--- src/rtl/ntt_bfu_pkg.sv ---
// Shared constants, pipeline side-band type and the modular helper for the NTT butterfly unit.
// Q = 3329, Barrett constant M = floor(2^24 / Q).
package ntt_bfu_pkg;

    localparam int DATAWIDTH = 12;
    localparam int ADDRWIDTH = 8;
    localparam int SUMWIDTH  = DATAWIDTH + 1;
    localparam int PRODWIDTH = 2 * DATAWIDTH;
    localparam int BARRETT_W = PRODWIDTH + 13;
    localparam int LATENCY   = 4;

    localparam int unsigned Q_MOD         = 3329;
    localparam int unsigned BARRETT_M     = 5039;
    localparam int unsigned BARRETT_SHIFT = 24;

    typedef struct packed {
        logic                 valid;
        logic                 flag;
        logic [ADDRWIDTH-1:0] addr0;
        logic [ADDRWIDTH-1:0] addr1;
    } ctrl_t;

    // Valid only for x < 2Q: a single subtraction then lands in [0, Q).
    function automatic logic [DATAWIDTH-1:0] cond_sub_q(input logic [SUMWIDTH-1:0] x);
        return DATAWIDTH'((x >= SUMWIDTH'(Q_MOD)) ? x - SUMWIDTH'(Q_MOD) : x);
    endfunction

endpackage

--- src/rtl/ntt_bfu_barrett_reduce.sv ---
// Combinational Barrett reduction of a 24-bit product modulo Q.
// The caller registers the result.
module barrett_reduce
    import ntt_bfu_pkg::*;
(
    input  logic [PRODWIDTH-1:0] p_i,
    output logic [DATAWIDTH-1:0] r_o
);

    logic [12:0]          t;
    logic [PRODWIDTH+1:0] diff;
    logic [13:0]          r0;
    logic [13:0]          r1;
    logic [13:0]          r2;

    // The quotient estimate undershoots by at most 2, so r0 < 3Q and fits 14 bits.
    always_comb begin
        t    = 13'((BARRETT_W'(p_i) * BARRETT_W'(BARRETT_M)) >> BARRETT_SHIFT);
        diff = (PRODWIDTH+2)'(p_i) - (PRODWIDTH+2)'(t) * (PRODWIDTH+2)'(Q_MOD);
        r0   = 14'(diff);
        r1   = (r0 >= 14'(Q_MOD)) ? r0 - 14'(Q_MOD) : r0;
        r2   = (r1 >= 14'(Q_MOD)) ? r1 - 14'(Q_MOD) : r1;
        r_o  = DATAWIDTH'(r2);
    end

endmodule

--- src/rtl/ntt_bfu.sv ---
// Four-stage Cooley-Tukey butterfly mod 3329: a' = a + w*b, b' = a - w*b.
// Side-band (valid, stage flag, write addresses) shifts alongside the data; no stalls.
module ntt_bfu
    import ntt_bfu_pkg::*;
(
    input  logic                 clk,
    input  logic                 rst_n,
    input  logic                 bfu_en,
    input  logic                 stage_flag,
    input  logic [DATAWIDTH-1:0] a_in,
    input  logic [DATAWIDTH-1:0] b_in,
    input  logic [DATAWIDTH-1:0] w_in,
    input  logic [ADDRWIDTH-1:0] w_addr_0_in,
    input  logic [ADDRWIDTH-1:0] w_addr_1_in,
    output logic [DATAWIDTH-1:0] a_out,
    output logic [DATAWIDTH-1:0] b_out,
    output logic [ADDRWIDTH-1:0] w_addr_0_out,
    output logic [ADDRWIDTH-1:0] w_addr_1_out,
    output logic                 out_valid,
    output logic                 stage_done,
    output logic                 busy
);

    ctrl_t ctrl_in [LATENCY];
    ctrl_t ctrl_q  [LATENCY];

    logic [DATAWIDTH-1:0] a1_d, b1_d, w1_d;
    logic [DATAWIDTH-1:0] a1_q, b1_q, w1_q;
    logic [PRODWIDTH-1:0] p2_d, p2_q;
    logic [DATAWIDTH-1:0] a2_q;
    logic [DATAWIDTH-1:0] r3_d, r3_q, a3_q;
    logic [SUMWIDTH-1:0]  sum, diff;
    logic [DATAWIDTH-1:0] a4_d, b4_d, a4_q, b4_q;

    barrett_reduce u_barrett (
        .p_i (p2_q),
        .r_o (r3_d)
    );

    // NOTE: every variable gets a value on every path through always_comb, so no latch is inferred.
    always_comb begin
        ctrl_in[0] = '{valid: bfu_en, flag: bfu_en & stage_flag,
                       addr0: w_addr_0_in, addr1: w_addr_1_in};
        for (int i = 1; i < LATENCY; i++) begin
            ctrl_in[i] = ctrl_q[i-1];
        end

        a1_d = cond_sub_q(SUMWIDTH'(a_in));
        b1_d = cond_sub_q(SUMWIDTH'(b_in));
        w1_d = cond_sub_q(SUMWIDTH'(w_in));

        p2_d = PRODWIDTH'(w1_q) * PRODWIDTH'(b1_q);

        // Both operands are below Q, so the difference fits 13-bit two's complement.
        sum  = SUMWIDTH'(a3_q) + SUMWIDTH'(r3_q);
        diff = SUMWIDTH'(a3_q) - SUMWIDTH'(r3_q);
        a4_d = cond_sub_q(sum);
        b4_d = diff[SUMWIDTH-1] ? DATAWIDTH'(diff + SUMWIDTH'(Q_MOD)) : DATAWIDTH'(diff);
    end

    // NOTE: sequential state uses non-blocking assignments so every stage reads pre-edge values.
    // NOTE: data registers are reset as well, which keeps every output at 0 during reset.
    always_ff @(posedge clk or negedge rst_n) begin
        if (!rst_n) begin
            for (int i = 0; i < LATENCY; i++) begin
                ctrl_q[i] <= '0;
            end
            a1_q <= '0;
            b1_q <= '0;
            w1_q <= '0;
            a2_q <= '0;
            p2_q <= '0;
            a3_q <= '0;
            r3_q <= '0;
            a4_q <= '0;
            b4_q <= '0;
        end else begin
            // Valid and flag always shift; payload only loads behind a valid so bubbles hold it.
            for (int i = 0; i < LATENCY; i++) begin
                ctrl_q[i].valid <= ctrl_in[i].valid;
                ctrl_q[i].flag  <= ctrl_in[i].flag;
                if (ctrl_in[i].valid) begin
                    ctrl_q[i].addr0 <= ctrl_in[i].addr0;
                    ctrl_q[i].addr1 <= ctrl_in[i].addr1;
                end
            end
            if (ctrl_in[0].valid) begin
                a1_q <= a1_d;
                b1_q <= b1_d;
                w1_q <= w1_d;
            end
            if (ctrl_in[1].valid) begin
                a2_q <= a1_q;
                p2_q <= p2_d;
            end
            if (ctrl_in[2].valid) begin
                a3_q <= a2_q;
                r3_q <= r3_d;
            end
            if (ctrl_in[3].valid) begin
                a4_q <= a4_d;
                b4_q <= b4_d;
            end
        end
    end

    always_comb begin
        busy = 1'b0;
        for (int i = 0; i < LATENCY; i++) begin
            busy = busy | ctrl_q[i].valid;
        end
    end

    assign a_out        = a4_q;
    assign b_out        = b4_q;
    assign w_addr_0_out = ctrl_q[LATENCY-1].addr0;
    assign w_addr_1_out = ctrl_q[LATENCY-1].addr1;
    assign out_valid    = ctrl_q[LATENCY-1].valid;
    assign stage_done   = ctrl_q[LATENCY-1].valid & ctrl_q[LATENCY-1].flag;

endmodule
--- config.mk ---
export PLATFORM = sky130hd
export DESIGN_NAME = ntt_bfu
export DESIGN_NICKNAME = d
export VERILOG_FILES = /design/src/rtl/ntt_bfu_pkg.sv /design/src/rtl/ntt_bfu_barrett_reduce.sv /design/src/rtl/ntt_bfu.sv
export SDC_FILE = /design/constraint.sdc
export NUM_CORES = 1
export LEC_CHECK = 0
export ABC_AREA = 1
export CORE_MARGIN = 3
export CORE_UTILIZATION = 30
export CTS_BUF_LIST = sky130_fd_sc_hd__clkbuf_8
export DETAILED_ROUTE_END_ITERATION = 10
export HOLD_SLACK_MARGIN = 0.06
export PLACE_DENSITY = 0.47
export SETUP_SLACK_MARGIN = 0.2
export SLEW_MARGIN = 10
export SYNTH_ARGS = -nofsm -noshare
export SYNTH_HDL_FRONTEND = slang
export SYNTH_SLANG_ARGS = --single-unit
export TNS_END_PERCENT = 5
--- constraint.sdc ---
create_clock -name clk -period 9.7 [get_ports clk]
set_clock_uncertainty 0.05 [all_clocks]
set_input_delay 2.91 -clock clk [delete_from_list [all_inputs] [get_ports clk]]
set_output_delay 2.91 -clock clk [all_outputs]
set_load 0.02 [all_outputs]
After elaboration in Yosys (flattened, before gate mapping) --
Index checks and enable logic that the tools add are counted.
Storage, ports and cells: register bits after elaboration 192, input port bits 56, output and inout bits 43
Operators by class: $add $sub $neg 10, multipliers 3, order comparisons 6, multiplexer cells 7, bitwise gates (word level) 5
Operator list (number):
- 2-to-1 mux 12 bit | 6
- subtractor 12 bit (second input constant) | 5
- multiplier 24 x 13 -> 37 bit (second input constant) | 1
- greater-or-equal comparator 12 bit (second input constant) | 3
- greater-or-equal comparator 14 x 12 -> 1 bit (second input constant) | 2
- multiplier 12 x 12 -> 24 bit | 1
- multiplier 13 x 12 -> 14 bit (second input constant) | 1
- 2-to-1 mux 14 bit | 1
- subtractor 14 x 12 -> 14 bit (second input constant) | 1
- subtractor 14 bit | 1
- adder 12 x 12 -> 13 bit | 1
- greater-or-equal comparator 13 x 12 -> 1 bit (second input constant) | 1
- subtractor 12 x 12 -> 13 bit | 1
- adder 12 bit (second input constant) | 1
- OR 1 bit | 3
- AND 1 bit | 2

Logic depth before layout (Yosys ltp) --
depth after elaboration 7, mapped depth 63, depth with buffers taken out 62

Hierarchy --
A second synthesis with hierarchy kept.
Unflattened totals: cells, all modules 2991, area total of the unflattened synthesis 23374.9 um2
By module, submodules not included:
- ntt_bfu | instances 1, cells each 1881, area each 14754.2 um2, sequential area each 4804.6 um2
- barrett_reduce | instances 1, cells each 1110, area each 8620.8 um2, sequential area each 0.0 um2

Least setup slack after synthesis --
No wires, ideal clock.
kind register to register, from reg p2_q[13], to reg r3_q[11], setup time 117 ps, data arrival time 9074 ps, data required time 9533 ps, setup slack 459 ps, stages on the path, launching flop included 55, buffers on the path 2, cell sequence dfrtp_1 -> fa_1 -> fa_1 -> fa_1 -> fa_1 -> inv_1 -> fa_1 -> inv_1 -> ha_1 -> nand2_1 -> inv_1 -> a21oi_1 -> nand2_1 -> a31oi_1 -> nor2_1 -> o21ai_0 -> o2111ai_1 -> xor2_1 -> [19 not listed] -> nand2_2 -> nand2_2 -> nand2_2 -> nor2_4 -> nand3_4 -> buf_12 -> nand2_1 -> o21ai_4 -> ha_1 -> nand2_1 -> nor2_1 -> nand2_1 -> nand3_2 -> buf_6 -> nand2_2 -> nand2_1 -> nand3_1 -> nand2_1
Between the ends: longest elaborated chain between the ends 7
RTL lines:
- from (decl) | line ntt_bfu.sv:29 | logic [PRODWIDTH-1:0] p2_d, p2_q;
- from (signal assigned) | line ntt_bfu.sv:94 | p2_q <= p2_d;
- multiplier 24 x 13 -> 37 bit | line ntt_bfu_barrett_reduce.sv:18 | t = 13'((BARRETT_W'(p_i) * BARRETT_W'(BARRETT_M)) >> BARRETT_SHIFT);
- multiplier 13 x 12 -> 14 bit | line ntt_bfu_barrett_reduce.sv:19 | diff = (PRODWIDTH+2)'(p_i) - (PRODWIDTH+2)'(t) * (PRODWIDTH+2)'(Q_MOD);
- subtractor 14 bit (*) | line ntt_bfu_barrett_reduce.sv:19
- subtractor 14 x 12 -> 14 bit / greater-or-equal comparator 14 x 12 -> 1 bit (equally long branches) | line ntt_bfu_barrett_reduce.sv:21 | r1 = (r0 >= 14'(Q_MOD)) ? r0 - 14'(Q_MOD) : r0;
- 2-to-1 mux 14 bit (*) | line ntt_bfu_barrett_reduce.sv:21
- subtractor 12 bit / greater-or-equal comparator 14 x 12 -> 1 bit (equally long branches) | line ntt_bfu_barrett_reduce.sv:22 | r2 = (r1 >= 14'(Q_MOD)) ? r1 - 14'(Q_MOD) : r1;
- 2-to-1 mux 12 bit (*) | line ntt_bfu_barrett_reduce.sv:22
- to (signal assigned) | line ntt_bfu.sv:98 | r3_q <= r3_d;
- to (decl) | line ntt_bfu.sv:31 | logic [DATAWIDTH-1:0] r3_d, r3_q, a3_q;
Mark *: on every way between the ends. The rest lies on a longest branch, timed or not. A chain may end at the register's enable or synchronous reset.

Worst setup path after layout --
from reg p2_q[12], to reg r3_q[4]
Same word-level chain as after synthesis.

==> parameters.txt <==
Parameter                              Value

Placed design
  HPWL reported at the end of detailed placement    44,100 um
  Number of port buffers    around 100
  Worst Setup Slack post-DPL    -164 ps
  Routability Congestion    ~0.85

Critical path
  Type of the worst setup path    flop to flop
  Endpoint required time on the critical path    ~10,000 ps
  Data arrival time at the worst-slack endpoint    around 10000 ps
  Startpoint of the worst register-to-register path    p2_q[12]
  Destination of the worst register-to-register timing path    r3_q[4]
  Highest net fanout along the worst path    6
  Largest incremental delay on the critical path    between 500 and 600 ps
  Worst R2R Path Depth    between 50 and 60
  Slowest cell on the critical path    sky130_fd_sc_hd__fa_1
  Worst reg-to-reg setup slack    between 150 and 200 ps
  Critical Path Source Type    flop
  Critical path endpoint category    flop
  Cell repeated most along the worst path    sky130_fd_sc_hd__nand2_1

Timing
  Relative slew slack    0.305
  Setup repair after global routing missed its margin    true
  Final critical path time including I/O delays and setup    roughly 9500 ps
  Worst slew pin tran    between 1000 and 1500 ps
  Final Max Tran Viols    0
  Max Freq    approximately 110 MHz
  Worst Hold Slack    306 ps
  Endpoints failing hold    0
  Worst path setup slack after routing    about 180 ps
  Setup violators final    0
  Fraction of the cycle the final worst path needs    0.981

Clock tree
  Cts hold-fix bufs    0
  Clock latency on the worst-skew pair    just under 500 ps
  Number of H-tree branching levels    4
  TritonCTS buffer count    17
  Clock net sink count    192
  Root buffer selected by CTS    sky130_fd_sc_hd__clkbuf_8
  Clock slew at the register clock pins of the worst setup and hold paths    about 120 ps
  TritonCTS clock tree    yes
  CTS max path bufs    2

Drt
  DRC violation total after the first TritonRoute iteration    approximately 650
  Post-detailed-routing wire length    ~54,000 um
  DRT Pass-1 Iters    5
  Post-DR wirelength/cell    14.1 um
  Routed via count divided by cell count    roughly 4.5
  Vias after detailed routing    approximately 17,000
  Post-route DRC violation count    0
  Antenna-violating nets left    0

Cells and area
  Area growth from synthesis to final layout    16.6%
  Multi-input combinational cell area    between 15,000 and 20,000 sq um
  Flip-flop and latch area    approximately 4800 sq um
  End-of-flow core utilization    0.356
  Filler cell count in the final layout    approximately 7,600
  Fraction of layout cells with a size suffix above 1    0.113
  Count of nets after finishing    approximately 3,500

Global routing
  Vias in the first global route    approximately 18,000
  First-pass GRT wire length    slightly above 90,000 um
  Total track usage    0.144
  Remaining Overflow, GRT    0
  Number of antenna violations at the first check in global routing    2
  Pin count of the biggest net entering global routing    123

Logic synthesis
  Avg Cell Area, Syn    8.03 sq um
  Most frequent cell after synthesis    sky130_fd_sc_hd__nand2_1
  Post-synthesis cell type count    53
  Yosys warning count    0
  Sequential fraction of the synthesis area    0.218
  Register bit total from synthesis    192
  Post-synthesis mux area share    0
  Flip-flop cell with the highest count after synthesis    sky130_fd_sc_hd__dfrtp_1
  Number of nets in the synthesized netlist    3,297
  Post-synth ARST share    1.00
  Area of the mapped netlist    around 22,000 sq um
  Proportion of netlist area held by the largest area contributor    0.218
  Adder and majority cell fraction of the synthesized area    0.364
  Number of instances in the synthesized netlist    approximately 2,700
  Cell type with the highest aggregate area in the netlist    sky130_fd_sc_hd__dfrtp_1
  Number of enable-type register cells in the synthesized netlist    0
  Leading post-synthesis cells by cell area    sky130_fd_sc_hd__dfrtp_1 (22%), sky130_fd_sc_hd__fa_1 (22%), sky130_fd_sc_hd__ha_1 (15%), sky130_fd_sc_hd__nand2_1 (14%), sky130_fd_sc_hd__inv_1 (9.1%)
  Simple logic cell fraction of the synthesized area    0.202
  Post-synthesis compound-gate area fraction    0.0577
  Main combinational cell family by area after synthesis    adder cells
  Synthesized-area fraction occupied by xor and xnor cells    0.0456
  Most instantiated cells after synthesis    sky130_fd_sc_hd__nand2_1 (830), sky130_fd_sc_hd__inv_1 (532), sky130_fd_sc_hd__ha_1 (261)

Min path
  Worst hold path type    flop to flop
  Number of instances on the worst hold path    0
  Hold path endpoint    ctrl_in[34]
  Hold Crit Start    ctrl_in[52]

Status
  Status    completed

Floorplanning
  Starting Density    0.306
  Number of placement rows    98
  Area of the core    72,100 sq um
  Die X-Extent    ~280 um
  Area enclosed by the die boundary    around 77,000 sq um
  Die height    roughly 280 um
  IO Count    99

Flow run
  Max-cap violations    0
-- cell type report --
cell class              count  area share
diodes                      1   0.0000974
clock buffers              17     0.00911
clock inverters            15     0.00731
inverters                 546      0.0800
multi-input cells        1921       0.593
flip-flops and latches    192       0.188
well taps                 950      0.0463
repair buffers            219      0.0769
-- cell families after synthesis --
| logic type | after synthesis |
|---|---|
| compound gates | 224 |
| xor+xnor | 107 |
| fa+ha+maj | 498 |
| buf+inv | 630 |
| flops | 192 |
| simple gates | 1092 |
-- worst max path at each step --
| stage | startpoint | endpoint | slack, ps | cells past startpoint |
|---|---|---|---|---|
| finish | p2_q[12] | r3_q[4] | 180 | 57 |
| global route | p2_q[5] | r3_q[8] | -270 | 55 |
| CTS | p2_q[9] | r3_q[7] | 40 | 58 |
| detailed placement | p2_q[9] | r3_q[7] | -160 | 54 |
| global placement | p2_q[8] | r3_q[7] | 60 | 54 |
| floorplan | p2_q[13] | r3_q[11] | 460 | 54 |
-- timing repair --
item,4_1_cts,5_1_grt
resized for setup,14,126
setup endpoints to repair,12,12
pin swaps,0,105
buffers inserted,5,38
cloned,0,3
-- layer usage --
| layer | GRT usage | vias up | wire length [um] |
|---|---|---|---|
| met5 | 0 | - | 0 |
| met4 | 0.0225 | 0 | 561 |
| met3 | 0.0160 | 26 | 952 |
| met2 | 0.257 | 145 | 27900 |
| met1 | 0.189 | 8380 | 25000 |
| li1 | - | 8631 | - |
-- layout by cell type, fill, tap and decap left out, drive strengths merged, types with 20 or more instances in the layout --
master / count
clkdlybuf4s50: 96
a21oi: 69
fa: 237
nand2: 849
clkbuf: 20
nand3: 83
o21ai: 107
dfrtp: 192
xor2: 80
ha: 261
nand4: 25
inv: 548
xnor2: 27
nor2: 108
buf: 120
-- registers in the layout (all words and copies together) (netlist names) --
name,cells
ctrl_q,1
ctrl_in,54
w_addr_0_out,8
out_valid,1
a1_q,12
b1_q,12
w1_q,12
w_addr_1_out,8
p2_q,24
a_out,12
a3_q,12
b_out,12
a2_q,12
r3_q,12
-- through the flow --
step	TNS, ps	std cells	cell area, sq um
final	0	3861	25700
after floorplan	0	2743	22000
after global routing	-3010	3861	25700
after detailed placement	-1210	3782	24400
after global placement	0	3782	24400
after CTS	0	3819	24900
-- worst max-delay path, delay by kind of cell, from the launching register on --
family | cells | cell delay, ps
xor+xnor | 3 | 550
compound gates | 5 | 830
flops | 1 | 480
simple gates | 26 | 2050
fa+ha+maj | 11 | 4360
buf+inv | 12 | 1060
Power is left out: the tool's default activity adds up to more than one toggle a clock period on the data nets, which glitch-free logic cannot reach.
